===== config.mk =====
export PLATFORM = sky130hd
export DESIGN_NAME = qbus_ctl
export DESIGN_NICKNAME = d
export VERILOG_FILES = /design/src/rtl/qbus_pkg.sv /design/src/rtl/sync2.sv /design/src/rtl/qbus_ctl.sv
export SDC_FILE = /design/constraint.sdc
export NUM_CORES = 1
export LEC_CHECK = 0
export CORE_UTILIZATION = 45
export DETAILED_ROUTE_END_ITERATION = 12
export GPL_TIMING_DRIVEN = 0
export PLACE_DENSITY = 0.76
export SYNTH_ARGS = -nofsm -noshare
export SYNTH_HDL_FRONTEND = slang
export SYNTH_HIERARCHICAL = 1
export SYNTH_SLANG_ARGS = --single-unit

===== constraint.sdc =====
create_clock -name clk -period 4 [get_ports clk]
set_input_delay 0.4 -clock clk [delete_from_list [all_inputs] [get_ports clk]]
set_output_delay 0.4 -clock clk [all_outputs]
set_load 0.02 [all_outputs]

===== src/rtl/qbus_pkg.sv =====
// Shared Q-bus definitions: FSM state encodings, default RPLY timeout and the
// {ack, err} completion encoding consumed by the core.
package qbus_pkg;

  typedef enum logic [2:0] {
    ST_IDLE    = 3'd0,
    ST_ADDR    = 3'd1,
    ST_ASYNC   = 3'd2,
    ST_DATA    = 3'd3,
    ST_RELEASE = 3'd4,
    ST_GRANT   = 3'd5,
    ST_DMA     = 3'd6
  } state_e;

  localparam int unsigned DEF_TIMEOUT = 64;

  typedef struct packed {
    logic ack;
    logic err;
  } resp_t;

  localparam resp_t RESP_NONE = '{ack: 1'b0, err: 1'b0};
  localparam resp_t RESP_OK   = '{ack: 1'b1, err: 1'b0};
  localparam resp_t RESP_ERR  = '{ack: 1'b1, err: 1'b1};

  typedef struct packed {
    logic        we;
    logic        wbyte;
    logic [15:0] addr;
    logic [15:0] wdata;
  } req_t;

endpackage


===== src/rtl/sync2.sv =====
// Two-flop synchronizer for an asynchronous bus input; two cycles of latency,
// both flops cleared by the asynchronous active-low reset.
module sync2 (
  input  logic clk,
  input  logic rst_n,
  input  logic d_i,
  output logic q_o
);

  logic meta_q;
  logic sync_q;

  always_ff @(posedge clk or negedge rst_n) begin
    if (!rst_n) begin
      meta_q <= 1'b0;
      sync_q <= 1'b0;
    end else begin
      meta_q <= d_i;
      sync_q <= meta_q;
    end
  end

  assign q_o = sync_q;

endmodule


===== src/rtl/qbus_ctl.sv =====
// Q-bus cycle sequencer and DMA arbiter: ADDR/ASYNC/DATA/RELEASE handshake,
// ack/err/rdata registered into the first IDLE cycle; DMA wins over the core.
module qbus_ctl
  import qbus_pkg::*;
#(
  parameter int unsigned TIMEOUT = DEF_TIMEOUT
) (
  input  logic        clk,
  input  logic        reset_n,
  input  logic        req,
  input  logic        we,
  input  logic        wbyte,
  input  logic [15:0] addr,
  input  logic [15:0] wdata,
  output logic [15:0] rdata,
  output logic        ack,
  output logic        err,
  output logic        busy,
  input  logic [15:0] ad_in,
  output logic [15:0] ad_out,
  output logic        ad_oe,
  output logic        sync,
  output logic        din,
  output logic        dout,
  output logic        wtbt,
  input  logic        rply,
  input  logic        dmr,
  input  logic        sack,
  output logic        dmgo
);

  localparam int unsigned CW = $clog2(TIMEOUT + 1);
  localparam logic [CW-1:0] CNT_LAST = CW'(TIMEOUT - 1);
  localparam logic [CW-1:0] CNT_SAT  = CW'(TIMEOUT);

  logic rply_s;
  logic dmr_s;
  logic sack_s;

  sync2 u_sync_rply (.clk(clk), .rst_n(reset_n), .d_i(rply), .q_o(rply_s));
  sync2 u_sync_dmr  (.clk(clk), .rst_n(reset_n), .d_i(dmr),  .q_o(dmr_s));
  sync2 u_sync_sack (.clk(clk), .rst_n(reset_n), .d_i(sack), .q_o(sack_s));

  state_e       state_q, state_d;
  req_t         req_q, req_d;
  logic [CW-1:0] cnt_q, cnt_d;
  resp_t        resp_q, resp_d;
  logic [15:0]  cap_q, cap_d;
  logic [15:0]  rdata_q, rdata_d;

  always_ff @(posedge clk or negedge reset_n) begin
    if (!reset_n) begin
      state_q <= ST_IDLE;
      req_q   <= '0;
      cnt_q   <= '0;
      resp_q  <= RESP_NONE;
      cap_q   <= '0;
      rdata_q <= '0;
    end else begin
      state_q <= state_d;
      req_q   <= req_d;
      cnt_q   <= cnt_d;
      resp_q  <= resp_d;
      cap_q   <= cap_d;
      rdata_q <= rdata_d;
    end
  end

  always_comb begin
    state_d = state_q;
    req_d   = req_q;
    cnt_d   = (cnt_q == CNT_SAT) ? cnt_q : cnt_q + 1'b1;
    resp_d  = RESP_NONE;
    cap_d   = cap_q;
    rdata_d = rdata_q;
    case (state_q)
      ST_IDLE: begin
        cnt_d = '0;
        // A request seen during the ack cycle waits one more IDLE cycle.
        if (dmr_s) begin
          state_d = ST_GRANT;
        end else if (req && !resp_q.ack) begin
          req_d   = '{we: we, wbyte: wbyte, addr: addr, wdata: wdata};
          state_d = ST_ADDR;
        end
      end
      ST_ADDR:  state_d = ST_ASYNC;
      ST_ASYNC: begin
        cnt_d   = '0;
        state_d = ST_DATA;
      end
      ST_DATA: begin
        if (rply_s) begin
          if (!req_q.we) cap_d = ad_in;
          cnt_d   = '0;
          state_d = ST_RELEASE;
        end else if (cnt_q == CNT_LAST) begin
          resp_d  = RESP_ERR;
          state_d = ST_IDLE;
        end
      end
      ST_RELEASE: begin
        if (!rply_s || cnt_q == CNT_LAST) begin
          resp_d  = rply_s ? RESP_ERR : RESP_OK;
          if (!req_q.we) rdata_d = cap_q;
          state_d = ST_IDLE;
        end
      end
      ST_GRANT: begin
        if (sack_s)      state_d = ST_DMA;
        else if (!dmr_s) state_d = ST_IDLE;
      end
      ST_DMA: begin
        if (!sack_s) state_d = ST_IDLE;
      end
      default: state_d = ST_IDLE;
    endcase
  end

  always_comb begin
    sync   = 1'b0;
    din    = 1'b0;
    dout   = 1'b0;
    wtbt   = 1'b0;
    ad_oe  = 1'b0;
    ad_out = '0;
    dmgo   = 1'b0;
    busy   = (state_q != ST_IDLE);
    case (state_q)
      ST_ADDR: begin
        ad_oe  = 1'b1;
        ad_out = req_q.addr;
        wtbt   = req_q.we;
      end
      ST_ASYNC: begin
        ad_oe  = 1'b1;
        ad_out = req_q.addr;
        wtbt   = req_q.we;
        sync   = 1'b1;
      end
      ST_DATA: begin
        sync = 1'b1;
        if (req_q.we) begin
          ad_oe  = 1'b1;
          ad_out = req_q.wdata;
          dout   = 1'b1;
          wtbt   = req_q.wbyte;
        end else begin
          din = 1'b1;
        end
      end
      ST_RELEASE: sync = 1'b1;
      ST_GRANT:   dmgo = 1'b1;
      default: ;
    endcase
  end

  assign ack   = resp_q.ack;
  assign err   = resp_q.err;
  assign rdata = rdata_q;

endmodule


# Word level (Yosys, flattened, before mapping)
# Index checks and enable logic that the tools add are counted.
# totals
wordCells	73
ff_bits	84
# classes
n_addsub	1
bitwise	2
reduce_logical	13
n_eq_ne	13
n_mux	28
# ops
op	n
case mux 16 bit (2 select lines)	1
two-way mux 3 bit	8
case mux 3 bit (7 select lines)	1
two-way mux 16 bit	1
two-way mux 7 bit	2
case mux 7 bit (2 select lines)	1
equality test 3 bit, second input constant	3
!= test 3 x 2 -> 1 bit, second input constant	3
AND reduction 3 bit	3
two-way mux 1 bit	8
adder 7 x 1 -> 7 bit, second input constant	1
equality test 7 x 6 -> 1 bit, second input constant	1
equality test 7 bit, second input constant	1
equality test 3 x 2 -> 1 bit, second input constant	2
two-way mux 2 bit	3
AND reduction 5 bit	1
!= test 2 bit, second input constant	2
case mux 1 bit (2 select lines)	2
case mux 2 bit (2 select lines)	1
OR reduction 2 bit	2
equality test 3 x 1 -> 1 bit, second input constant	1
zero test 3 bit	1
nonzero test 3 bit	1
OR reduction 3 bit	1
other kinds (4)	6

# Depth between registers and ports, before layout
# Gate-level depths: netlist of run 1.
# logic_depth
ltp_word	5
mapped_depth	6
ltp_nobuf	5

# By module
# Netlist of run 1, hierarchy kept.
# by_module_without_submodules
mod	seq_area_each_um2	area_per_inst_um2	n_inst	cells_each
qbus_ctl	1951.9	3937.5	1	320
sync2	50.0	50.0	3	2

# Worst setup path before layout of run 1
# No wires, ideal clock.
# synth_path
path_kind	register to output
start	register state_q[2]
end	output port ad_out[0]
path_slack_ns	1.852
required_ns	3.600
path_stages_with_launch	6
arrival_ns	1.748
path_cell_list	dfrtp_1 -> and3b_1 -> and2_1 -> clkbuf_1 -> clkbuf_1 -> a22o_1
# synth_between
elab_chain_len	3
elab_cells_between_ends	5
classes_between	3 x eq/ne; 1 x mux; 1 x reduce/logical
# synth_rtl
element	line	rtl
start, declared	qbus_ctl.sv:44	state_e state_q, state_d;
start signal, assigned	qbus_ctl.sv:60	state_q <= state_d;
equality test 3 x 2 -> 1 bit / equality test 3 x 1 -> 1 bit (equally long branches)	qbus_ctl.sv:129	case (state_q)
OR reduction 2 bit (no line)	-	
case mux 16 bit (2 select lines) (*)	qbus_ctl.sv:129	
end, declared	qbus_ctl.sv:20	output logic [15:0] ad_out,
# Every way passes the cells marked *; elsewhere a longest branch is shown, timed or not.

# Worst setup path in the final report of run 1
# layout_path
start	register state_q[0]
end	output port ad_out[7]
# Same word-level chain as after synthesis.

==> results list, run 1 <==
* Post-DR wirelength/cell: 17.3 um
- Share of the cycle needed by the critical path after routing: 0.822
- CTS-repair resized insts: 0
- Along the worst path, the maximum fanout reaches 10.
- Buffers inserted to repair hold after CTS numbered 0.
- Maximum vdd ir drop: 0.388 mV
* Total clock sinks: 84
* Setup repair after global routing missed its margin: no
- Buf+Inv Stages, Crit Path: 3
- In this run, synthesis produced a sequential element count of 84.
* Final core utilization: 0.615
- In the routed design, unresolved DRC markers number 0.
* Cell-by-cell trace of the critical path: buf_2 -> xnor2_1 -> nor2_1 -> clkbuf_1 -> a22o_1 -> clkdlybuf4s50_1
* Via total after detailed routing: 3010
* Maximum count of clock buffers along a single path: 2
- Worst reg2reg path depth: 5
- Pleak: 2.29 nW
- Number of flops mapped to enable cells by yosys: 0
- Required time of the critical path: 3.60 ns
- The worst hold path belongs to the class input port to asynchronous set/reset pin.
- The netlist uses 45 different library cells.
- The first global-routing pass estimated 15.5 mm of wire.
* Leading cell type in the layout, fill and taps excluded: clkdlybuf4s50_1
- Antenna violations before repair: 0
- Global route overflow: 0
* Die height: 97.3 um
* Layout cells sized above 1: 0.177
* Number of iterations in the first detailed-routing pass: 4
- For this run, asynchronously set or reset flops after synthesis account for 1.00.
- In the post-synthesis netlist, the biggest area contributors are dfrtp_1 (51%), mux2_4 (11%), mux2_2 (5.5%).
- The slowest stage of the critical path belongs to the cell clkdlybuf4s50_1.
- For this run, the register share of the synthesized area comes to 0.514.
* Clock-pin slew on the worst setup and hold paths: 0.07 ns
- Netlist area before placement: 4090 um^2
- Post-Layout Inst Area: 5390 um^2
- The floorplan step defined a core boundary enclosing 8760 um^2.
* RD Place Congestion: 0.772
- Dominant register cell in the synthesized netlist: dfrtp_1
- Achievable frequency: 304 MHz
- Compared with the post-synthesis result, the final layout area differs by 31.8%.
* Global-route usage over all layers: 0.206
- Area enclosed by the die boundary: 9470 um^2
- In this run, CTS created clock tree buffers numbering 9.
- Worst path arrival time: 2.89 ns
- Vias in the first global route: 3072
- In this run the power density over the cells is 710 nW/um^2.
* ANT nets after route: 0
* Ys Warns: 6
- Post-layout total power: 0.00383 W
* Clock insertion delay at the later pin of the skew report: 0.34 ns
* Slowest stage delay, CP: 0.61 ns
- Family of cells with the greatest summed delay on the critical path: buffers and inverters
- Synthesis handed over a netlist of 326 instances.
- In this run the tightest slew margin relative to its limit is 0.522.
* Endpoint kind of the worst setup timing path: primary output
* Number of top-level design ports: 97
- After detailed routing, the number of vias per cell comes to 5.53.
- Category of the worst setup path launch point: register
* Top-area cell type share of the netlist area: 0.514
- Highest-count cells in the layout ignoring fill and taps: clkdlybuf4s50_1 (95), dfrtp_1 (84), mux2_4 (30)
- Transition time at the pin with the least slew margin: 0.714 ns
* Instance area at placement: 5210 um^2
- Overall die width: 97.3 um
- The worst setup path is of the register to primary output kind.
- After floorplanning, the core was divided into 34 placement rows.
- Root buffer cell: clkbuf_8
- 0 antenna diodes ended up in the layout.
- The tool flagged a number of max-cap violations equal to 0.
* Fin Setup TNS: 0 ns
* Net Count, Synth: 384
* Total of buffers placed on input and output ports: 96
- Of all cell types, the one taking the most synthesized area is dfrtp_1.
- Entering global routing, the biggest net connects 54 pins.
- Final net count: 492
- In this run, the number of DRC markers left after iteration 0 of detailed routing was 118.
- The flow ran to the end, but the final reports show violations.
- The count of final hold-check violations came to 1.
- TritonCTS built the clock tree.
- The worst path needs 3.29 ns of the cycle, external delays included.
- Instance count on the critical path: 6
- Violations in the final reports: negative hold slack
- CTS H-tree lvls: 3
- HPWL after detailed placement: 6.71 mm
- In this run the mean area of a mapped cell was 12.5 um^2.
- Buffers inserted by post-CTS timing repair: 0
- Worst clock skew: 0.0101 ns
* Number of max-slew violations in the final report: 0
* Routed wire length: 9.40 mm
- Setup violations remaining at the end of the flow were counted as 0.
- Initial standard-cell utilization of the core: 0.466
- The tightest hold path in the finished design has a slack of -0.000372 ns.
## metrics by stage
step,cells,setup slack [ns]
6_report,544,0.710
5_1_grt,544,0.485
4_1_cts,544,0.682
3_5_place_dp,531,1.07
3_3_place_gp,530,-0.495
2_1_floorplan,326,1.85
## where the power goes
part	internal, W	switching [W]
clock network	0.000296	0.000280
logic	0.000993	0.000793
registers	0.00120	0.000270
## cell usage after synthesis (all sizes together) (3+ instances only)
| master | n |
|---|---|
| xnor2 | 3 |
| and3b | 3 |
| nand4 | 16 |
| mux2i | 17 |
| a22o | 16 |
| clkbuf | 15 |
| o211ai | 16 |
| nor2 | 11 |
| nor3 | 3 |
| dfrtp | 84 |
| nor2b | 18 |
| inv | 5 |
| buf | 9 |
| mux2 | 50 |
| nand3b | 4 |
| o21ai | 4 |
| o22ai | 3 |
| nand2 | 20 |
## registers in the layout (all words and copies together) (netlist names)
register,flops
u_sync_rply/q_o,1
ack,1
cap_q,16
u_sync_dmr/meta_q,1
u_sync_dmr/q_o,1
cnt_q,7
u_sync_rply/meta_q,1
rdata,16
req_q,34
u_sync_sack/meta_q,1
err,1
u_sync_sack/q_o,1
state_q,3
## area by class of cell
cell class / count / area [um^2]
Multi-Input combinational cell: 213 / 1810
Fill cell: 705 / 3380
Sequential cell: 84 / 2100
Buffer: 24 / 158
Inverter: 5 / 18.8
Timing Repair Buffer: 97 / 986
Tap cell: 108 / 135
Clock inverter: 2 / 37.5
Clock buffer: 11 / 141
## layer usage
layer	vias up	global-route usage	wire (um)
li1	1396	-	-
met1	1500	0.274	4150
met2	105	0.329	4480
met3	9	0.0755	706
met4	0	0.0317	65
met5	-	0	0
## worst reg2reg max path, stage by stage (launching register included)
cell and delay (ns):
dfrtp_1 0.42, ha_1 0.23, nand3_1 0.13, nor2_1 0.59
clkbuf_1 0.45, o211ai_1 0.17
## worst paths after layout
path	end	slack, ns	startpoint
setup reg to reg	rdata[5]	1.88	cnt_q[0]
max in group asynchronous	err	3.40	reset_n
setup / recovery	ad_out[7]	0.71	state_q[0]
hold / removal	cap_q[3]	-0.0004	reset_n
hold reg to reg	u_sync_rply/q_o	0.35	u_sync_rply/meta_q
min in group clk	u_sync_rply/q_o	0.35	u_sync_rply/meta_q
## logic make-up (layout without fill, tap and decap cells)
kind of cell	count (synthesis)	count (layout)	share of synthesized area
AND/OR/NAND/NOR	90	90	0.128
XOR/XNOR	4	4	0.00857
AO/OA/AOI/OAI	50	50	0.0934
buffers and inverters	29	139	0.0432
flip-flops	84	84	0.514
adder cells (fa/ha/maj)	2	2	0.00612
multiplexers	67	67	0.207
Note: power is estimated with default switching activity, not from simulation.
==> inputs of run 2 (changes only) <==
==> constraint.sdc (replaced) <==
create_clock -name clk -period 3.2 [get_ports clk]
set_input_delay 0.32 -clock clk [delete_from_list [all_inputs] [get_ports clk]]
set_output_delay 0.32 -clock clk [all_outputs]
set_load 0.02 [all_outputs]
==> results list, run 2 (same netlist as run 1, synthesis figures left out) <==
- Run status: finished clean (was finished with violations).
* Buf+Inv Stages, Crit Path: 3 (unchanged)
- Crit. Startpoint: state_q[2] (was state_q[0])
- The terminus of the critical flop-to-flop path is rdata[5] (unchanged).
- Buffers inserted by post-CTS timing repair: 0 (unchanged)
- The H-tree depth is 3 (unchanged).
- Total of buffers placed on input and output ports: 96 (unchanged)
- Wire length of the first global-routing pass: 15.5 mm (unchanged)
- The switching power as a share of total power is 0.351 (about the same).
- Final net count: 493 (was 492)
- Fin worst setup slack: 0.192 ns (was 0.710 ns)
- Number of antenna cells inserted: 0 (unchanged)
* Number of placement rows: 34 (unchanged)
- Worst clock skew: 0.00940 ns (was 0.0101 ns)
- The CTS tree is yes (unchanged).
- The relative max-transition margin is 0.505 (was 0.522).
* Max-cap violations: 0 (unchanged)
* Number of top-level design ports: 97 (unchanged)
* Setup repair after global routing missed its margin: no (unchanged)
- Highest-count cells in the layout ignoring fill and taps: clkdlybuf4s50_1 (95), dfrtp_1 (84), mux2_4 (30) (unchanged).
* Internal power: 0.00311 W (was 0.00249 W)
- Root buffer cell: clkbuf_8 (unchanged)
- Time the worst path needs with I/O delays and setup: 3.01 ns
* ANT nets after route: 0 (unchanged)
- The smallest hold slack is 0.353 ns (was -0.000372 ns).
* Instance count on the critical path: 6 (unchanged)
- The master of the slowest instance on the critical path was clkdlybuf4s50_1 (unchanged).
- The final estimated routing congestion in global placement was 0.772 (unchanged).
* Maximum vdd ir drop: 0.486 mV (was 0.388 mV)
- The leakage power was 2.30 nW (was 2.29 nW).
- Achievable frequency: 332 MHz
- The power dissipated by switching net loads came to 0.00168 W (was 0.00134 W).
- The ratio of routed vias to standard cells came to 5.48 (was 5.53).
* Power Dens Cells: 887 nW/um^2 (was 710 nW/um^2)
- The detailed-route wire length per cell was 17.2 um (was 17.3 um).
* Total clock sinks: 84 (unchanged)
- Cell-by-cell trace of the critical path: and3b_1 -> and2_1 -> clkbuf_1 -> clkbuf_2 -> a22o_1 -> clkdlybuf4s50_1 (was buf_2 -> xnor2_1 -> nor2_1 -> clkbuf_1 -> a22o_1 -> clkdlybuf4s50_1)
- Final hold violation count: 0 (was 1)
- The register with the most flip-flops is req_q (unchanged).
- Die height: 97.3 um (unchanged)
- Pre-CTS WS: 0.348 ns (was 1.07 ns)
* Overall die width: 97.3 um (unchanged)
- The actual slew at the worst max-slew pin came to 0.739 ns (was 0.714 ns).
- The largest net degree at the start of global routing came to 54 (unchanged).
* Initial standard-cell utilization of the core: 0.466 (unchanged)
- HPWL after detailed placement: 6.71 mm (unchanged)
- Slowest stage delay, CP: 0.61 ns (about the same)
* Worst reg2reg path depth: 5 (unchanged)
* Proportion of power drawn by combinational gates: 0.467 (about the same)
- Maximum count of clock buffers along a single path: 2 (unchanged)
- Number of max-slew violations in the final report: 0 (unchanged)
* Family of cells with the greatest summed delay on the critical path: buffers and inverters (unchanged)
- The final cell utilization of the core came to 0.617 (was 0.615).
* Setup Crit Path Kind: register to primary output (unchanged)
* Clock insertion delay at the later pin of the skew report: 0.34 ns (about the same)
* Number of iterations in the first detailed-routing pass: 4 (unchanged)
* Layout cells sized above 1: 0.183 (was 0.177)
* Vias in the first global route: 3072 (unchanged)
- Total CTS buffers: 9 (unchanged)
- The area added between synthesis and finish is 32.2% (was 31.8%).
- The worst endpoint data arrival time was 2.69 ns (was 2.89 ns).
- Antenna violations before repair: 0 (unchanged)
* Relative contribution of the clock network to total power: 0.150 (about the same)
- Endpoint kind of the worst setup timing path: primary output (unchanged)
- Worst setup path end: ad_out[4] (was ad_out[7])
- The number of DRC violations after detailed routing was 0 (unchanged).
* Flop-to-flop setup slack: 1.06 ns (was 1.88 ns)
- Global route overflow: 0 (unchanged)
* Via total after detailed routing: 2984 (was 3010)
* Required time of the critical path: 2.88 ns (was 3.60 ns)
- The reg-to-reg critical path startpoint is cnt_q[0] (unchanged).
- Clock-pin slew on the worst setup and hold paths: 0.08 ns (was 0.07 ns)
- Register share of total power: 0.383 (about the same)
* Total core area: 8760 um^2 (unchanged)
- The type of the worst min-delay path was register to register (was input port to asynchronous set/reset pin).
* Max FFs per register: 34 (unchanged)
* DR iter-0 viols: 149 (was 118)
- The area of the die was 9470 um^2 (unchanged).
- The top fanout value on the critical path was 10 (unchanged).
- The sum of routed wire length over all layers was 9.38 mm (was 9.40 mm).
- In the finished design, the share of the clock period the worst path needs comes to 0.940.
- Leading cell type in the layout, fill and taps excluded: clkdlybuf4s50_1 (unchanged)
- Global-route usage over all layers: 0.206 (unchanged)
- The setup violation total in the final timing report was 0 (unchanged).
- Category of the worst setup path launch point: register (unchanged)
[run 2: worst min path at each step]
stage	depth (start not counted)	end	slack [ns]	startpoint
2_1_floorplan	0	ack	0.02	reset_n
3_3_place_gp	0	u_sync_dmr/q_o	0.33	u_sync_dmr/meta_q
3_5_place_dp	1	cap_q[3]	0.29	reset_n
4_1_cts	0	u_sync_rply/q_o	0.36	u_sync_rply/meta_q
5_1_grt	0	u_sync_sack/q_o	0.36	u_sync_sack/meta_q
6_report	0	u_sync_sack/q_o	0.35	u_sync_sack/meta_q
[run 2: layout make-up]
cell class	count	area, um^2
multi-input cells	213	1810
plain buffers	24	160
repair buffers	98	996
clock buffers	11	141
well taps	108	135
fillers	703	3360
flip-flops and latches	84	2100
clock inverters	2	37.5
inverters	5	18.8
[run 2: metrics by stage]
step / setup TNS, ns / cell area (um^2) / total power (W) / cells
finish: 0 / 5400 / 0.00479 / 545
detailed placement: 0 / 5210 / 0.00408 / 531
global route: 0 / 5400 / 0.00508 / 545
global placement: -101.53 / 5180 / 0.00400 / 530
floorplan: 0 / 4090 / 0.00322 / 326
CTS: 0 / 5400 / 0.00483 / 545
[run 2: power by group through the flow]
stage               Combinational, W  Sequential (W)  Clock, W
detailed placement           0.00224         0.00184         0
floorplan                    0.00139         0.00183         0
CTS                          0.00226         0.00183  0.000739
finish                       0.00224         0.00184  0.000717
global route                 0.00240         0.00189  0.000783
global placement             0.00218         0.00181         0
[run 2: timing repair]
item,in CTS,in global routing
hold buffers,1,0
setup endpoints to repair,10,10
gates resized for setup,2,2
hold endpoints to repair,31,0
[run 2: routing by layer]
metal	GRT usage	share of wire
met1	0.274	0.44
met2	0.329	0.47
met3	0.0755	0.077
met4	0.0317	0.0065
met5	0	0
==> inputs of run 3 (changes only) <==
--- a/config.mk
+++ b/config.mk
@@ -9,6 +9,7 @@
 export DETAILED_ROUTE_END_ITERATION = 12
 export GPL_TIMING_DRIVEN = 0
 export PLACE_DENSITY = 0.76
+export SETUP_SLACK_MARGIN = 0.15
 export SYNTH_ARGS = -nofsm -noshare
 export SYNTH_HDL_FRONTEND = slang
 export SYNTH_HIERARCHICAL = 1
==> results list, run 3 (same netlist as run 1, synthesis figures left out) <==
- Global route overflow: 0 (unchanged)
* Largest register by flop count: req_q (unchanged)
- Worst hold slack across all endpoints: 0.352 ns (was 0.353 ns)
- The total placed instance area is 5210 um^2 (unchanged).
* Fin Setup TNS: 0 ns (unchanged)
- Number of top-level design ports: 97 (unchanged)
- Total of buffers placed on input and output ports: 96 (unchanged)
* Number of max-slew violations in the final report: 0 (unchanged)
* DR iter-0 viols: 120 (was 149)
- Clock insertion delay at the later pin of the skew report: 0.34 ns (about the same)
- The sum of routed wire length over all layers is 9.40 mm (was 9.38 mm).
- Maximum count of clock buffers along a single path: 2 (unchanged)
* Largest net degree at the start of global routing: 54 (unchanged)
- Vias in the first global route: 3070 (was 3072)
- Maximum vdd ir drop: 0.487 mV (was 0.486 mV)
- Setup repair after global routing missed its margin: no (unchanged).
- The worst setup skew after layout came to 0.00919 ns (was 0.00940 ns).
* Power Dens Cells: 888 nW/um^2 (was 887 nW/um^2)
- The total inserted antenna cells was 0 (unchanged).
- Root buffer cell: clkbuf_8 (unchanged)
* Layout cells sized above 1: 0.185 (was 0.183)
- The register clock-pin slew on the reported worst setup and hold paths is 0.07 ns (was 0.08 ns).
- Max FFs per register: 34 (unchanged)
- The core box area came to 8760 um^2 (unchanged).
* Footprint of the flip-flops and latches: 2100 um^2 (unchanged)
* ANT nets after route: 0 (unchanged)
* Final net count: 493 (unchanged)
- The number of fill cells was 702 (was 703).
- CTS tree: yes (unchanged)
* Drt drc: 0 (unchanged)
- The maximum frequency from static timing analysis came to 349 MHz (was 332 MHz).
- Area enclosed by the die boundary: 9470 um^2 (unchanged)
- The count of clock tree sinks was 84 (unchanged).
* RD Place Congestion: 0.772 (unchanged)
- The effective utilization at floorplan was 0.466 (unchanged).
* Number of iterations in the first detailed-routing pass: 4 (unchanged)
* Required time of the critical path: 2.88 ns (about the same)
* HPWL after detailed placement: 6.71 mm (unchanged)
* Worst path arrival time: 2.54 ns (was 2.69 ns)
* Synthesis-to-layout area growth: 32.3% (was 32.2%)
- Overall die width: 97.3 um (unchanged)
* Setup violation total in the final timing report: 0 (unchanged)
- Max-cap violations: 0 (unchanged)
- Max FO, Critical Path: 10 (unchanged)
- The type of the worst min-delay path is register to register (unchanged).
- Time the worst path needs with I/O delays and setup: 2.86 ns (was 3.01 ns)
- The number of buffers added by the clock tree synthesis step was 9 (unchanged).
- Worst relative slew slack: 0.514 (was 0.505)
* Highest-count cells in the layout ignoring fill and taps: clkdlybuf4s50_1 (95), dfrtp_1 (84), mux2_4 (30) (unchanged)
- Wire length of the first global-routing pass: 15.5 mm (about the same)
- The all-layer global routing usage was 0.206 (about the same).
- The kind of capture point of the worst setup path is a primary output (unchanged).
- CTS H-tree lvls: 3 (unchanged)
- The category of the most critical setup path is register to primary output (unchanged).
- The detailed-route wire length per cell was 17.2 um (about the same).
- Share of the cycle needed by the critical path after routing: 0.895 (was 0.940)
- Run status: finished clean (unchanged)
- Final hold violation count: 0 (unchanged)
- Post-Layout Inst Area: 5410 um^2 (was 5400 um^2)
- Leading cell type in the layout, fill and taps excluded: clkdlybuf4s50_1 (unchanged)
- Flop-to-flop setup slack: 1.05 ns (was 1.06 ns)
* Number of placement rows: 34 (unchanged)
- Vias per std cell: 5.48 (about the same)
* Area occupied by multi-input gates: 1820 um^2 (was 1810 um^2)
- The total number of vias was 2989 (was 2984).
- The leakage power came to 2.30 nW (about the same).
- Category of the worst setup path launch point: register (unchanged)
- Antenna violations before repair: 0 (unchanged)
- The vertical die dimension was 97.3 um (unchanged).
- The total power draw was 0.00480 W (was 0.00479 W).
- Buffers inserted by post-CTS timing repair: 0 (unchanged)
- Transition time at the pin with the least slew margin: 0.727 ns (was 0.739 ns)
==> run 3: changes by cell type in the layout (fill, tap and decap cells not counted) <==
| cell | previous run | this run |
|---|---|---|
| nor2_2 | 1 | 0 |
| clkbuf_1 | 14 | 13 |
| clkbuf_2 | 2 | 3 |
| nor2_4 | 0 | 1 |
==> run 3: final timing paths <==
kind | startpoint | endpoint | cells after the start
max in group asynchronous | reset_n | err | 3
worst min-delay path | u_sync_rply/meta_q | u_sync_rply/q_o | 0
worst max-delay path | state_q[2] | ad_out[4] | 6
worst max register to register | state_q[2] | cap_q[1] | 4
min in group asynchronous | reset_n | cap_q[5] | 2
worst min register to register | u_sync_rply/meta_q | u_sync_rply/q_o | 0
==> run 3: what timing repair did <==
item / 4_1_cts / 5_1_grt
hold buffers: 1 / 0
gates resized for setup: 4 / 1
pin swaps: 0 / 0
endpoints found under the setup margin: 11 / 10
endpoints found under the hold margin: 31 / 0
gates cloned: 0 / 0
==> run 3: metrics by stage <==
step	util	worst slack, ns	std cells
6_report	0.617	0.337	545
5_1_grt	0.617	0.185	545
4_1_cts	0.617	0.288	545
3_5_place_dp	0.594	0.348	531
3_3_place_gp	0.592	-1.22	530
2_1_floorplan	-	1.13	326
==> run 3: power breakdown <==
| group | switching (W) | total (W) | internal [W] |
|---|---|---|---|
| registers | 0.000341 | 0.00184 | 0.00150 |
| clock network | 0.000348 | 0.000718 | 0.000370 |
| logic | 0.000998 | 0.00225 | 0.00125 |
==> run 3: area by class of cell <==
class                           instances  area share
Tap cell                              108      0.0250
Timing Repair Buffer                   98       0.184
Multi-Input combinational cell        213       0.336
Buffer                                 24      0.0298
Sequential cell                        84       0.389
Inverter                                5     0.00347
Clock inverter                          2     0.00694
Clock buffer                           11      0.0261
==> run 3: critical path, stage by stage (launching register included) <==
cell and delay [ns]:
dfrtp_1 0.47, and3b_1 0.29, and2_1 0.14, clkbuf_2 0.22
clkbuf_2 0.28, a22o_1 0.19, clkdlybuf4s50_1 0.61
==> run 3: metal layers <==
| metal | track usage | wire (um) |
|---|---|---|
| met5 | 0 | 0 |
| met3 | 0.0755 | 687 |
| met2 | 0.329 | 4430 |
| met4 | 0.0317 | 61 |
| met1 | 0.274 | 4220 |
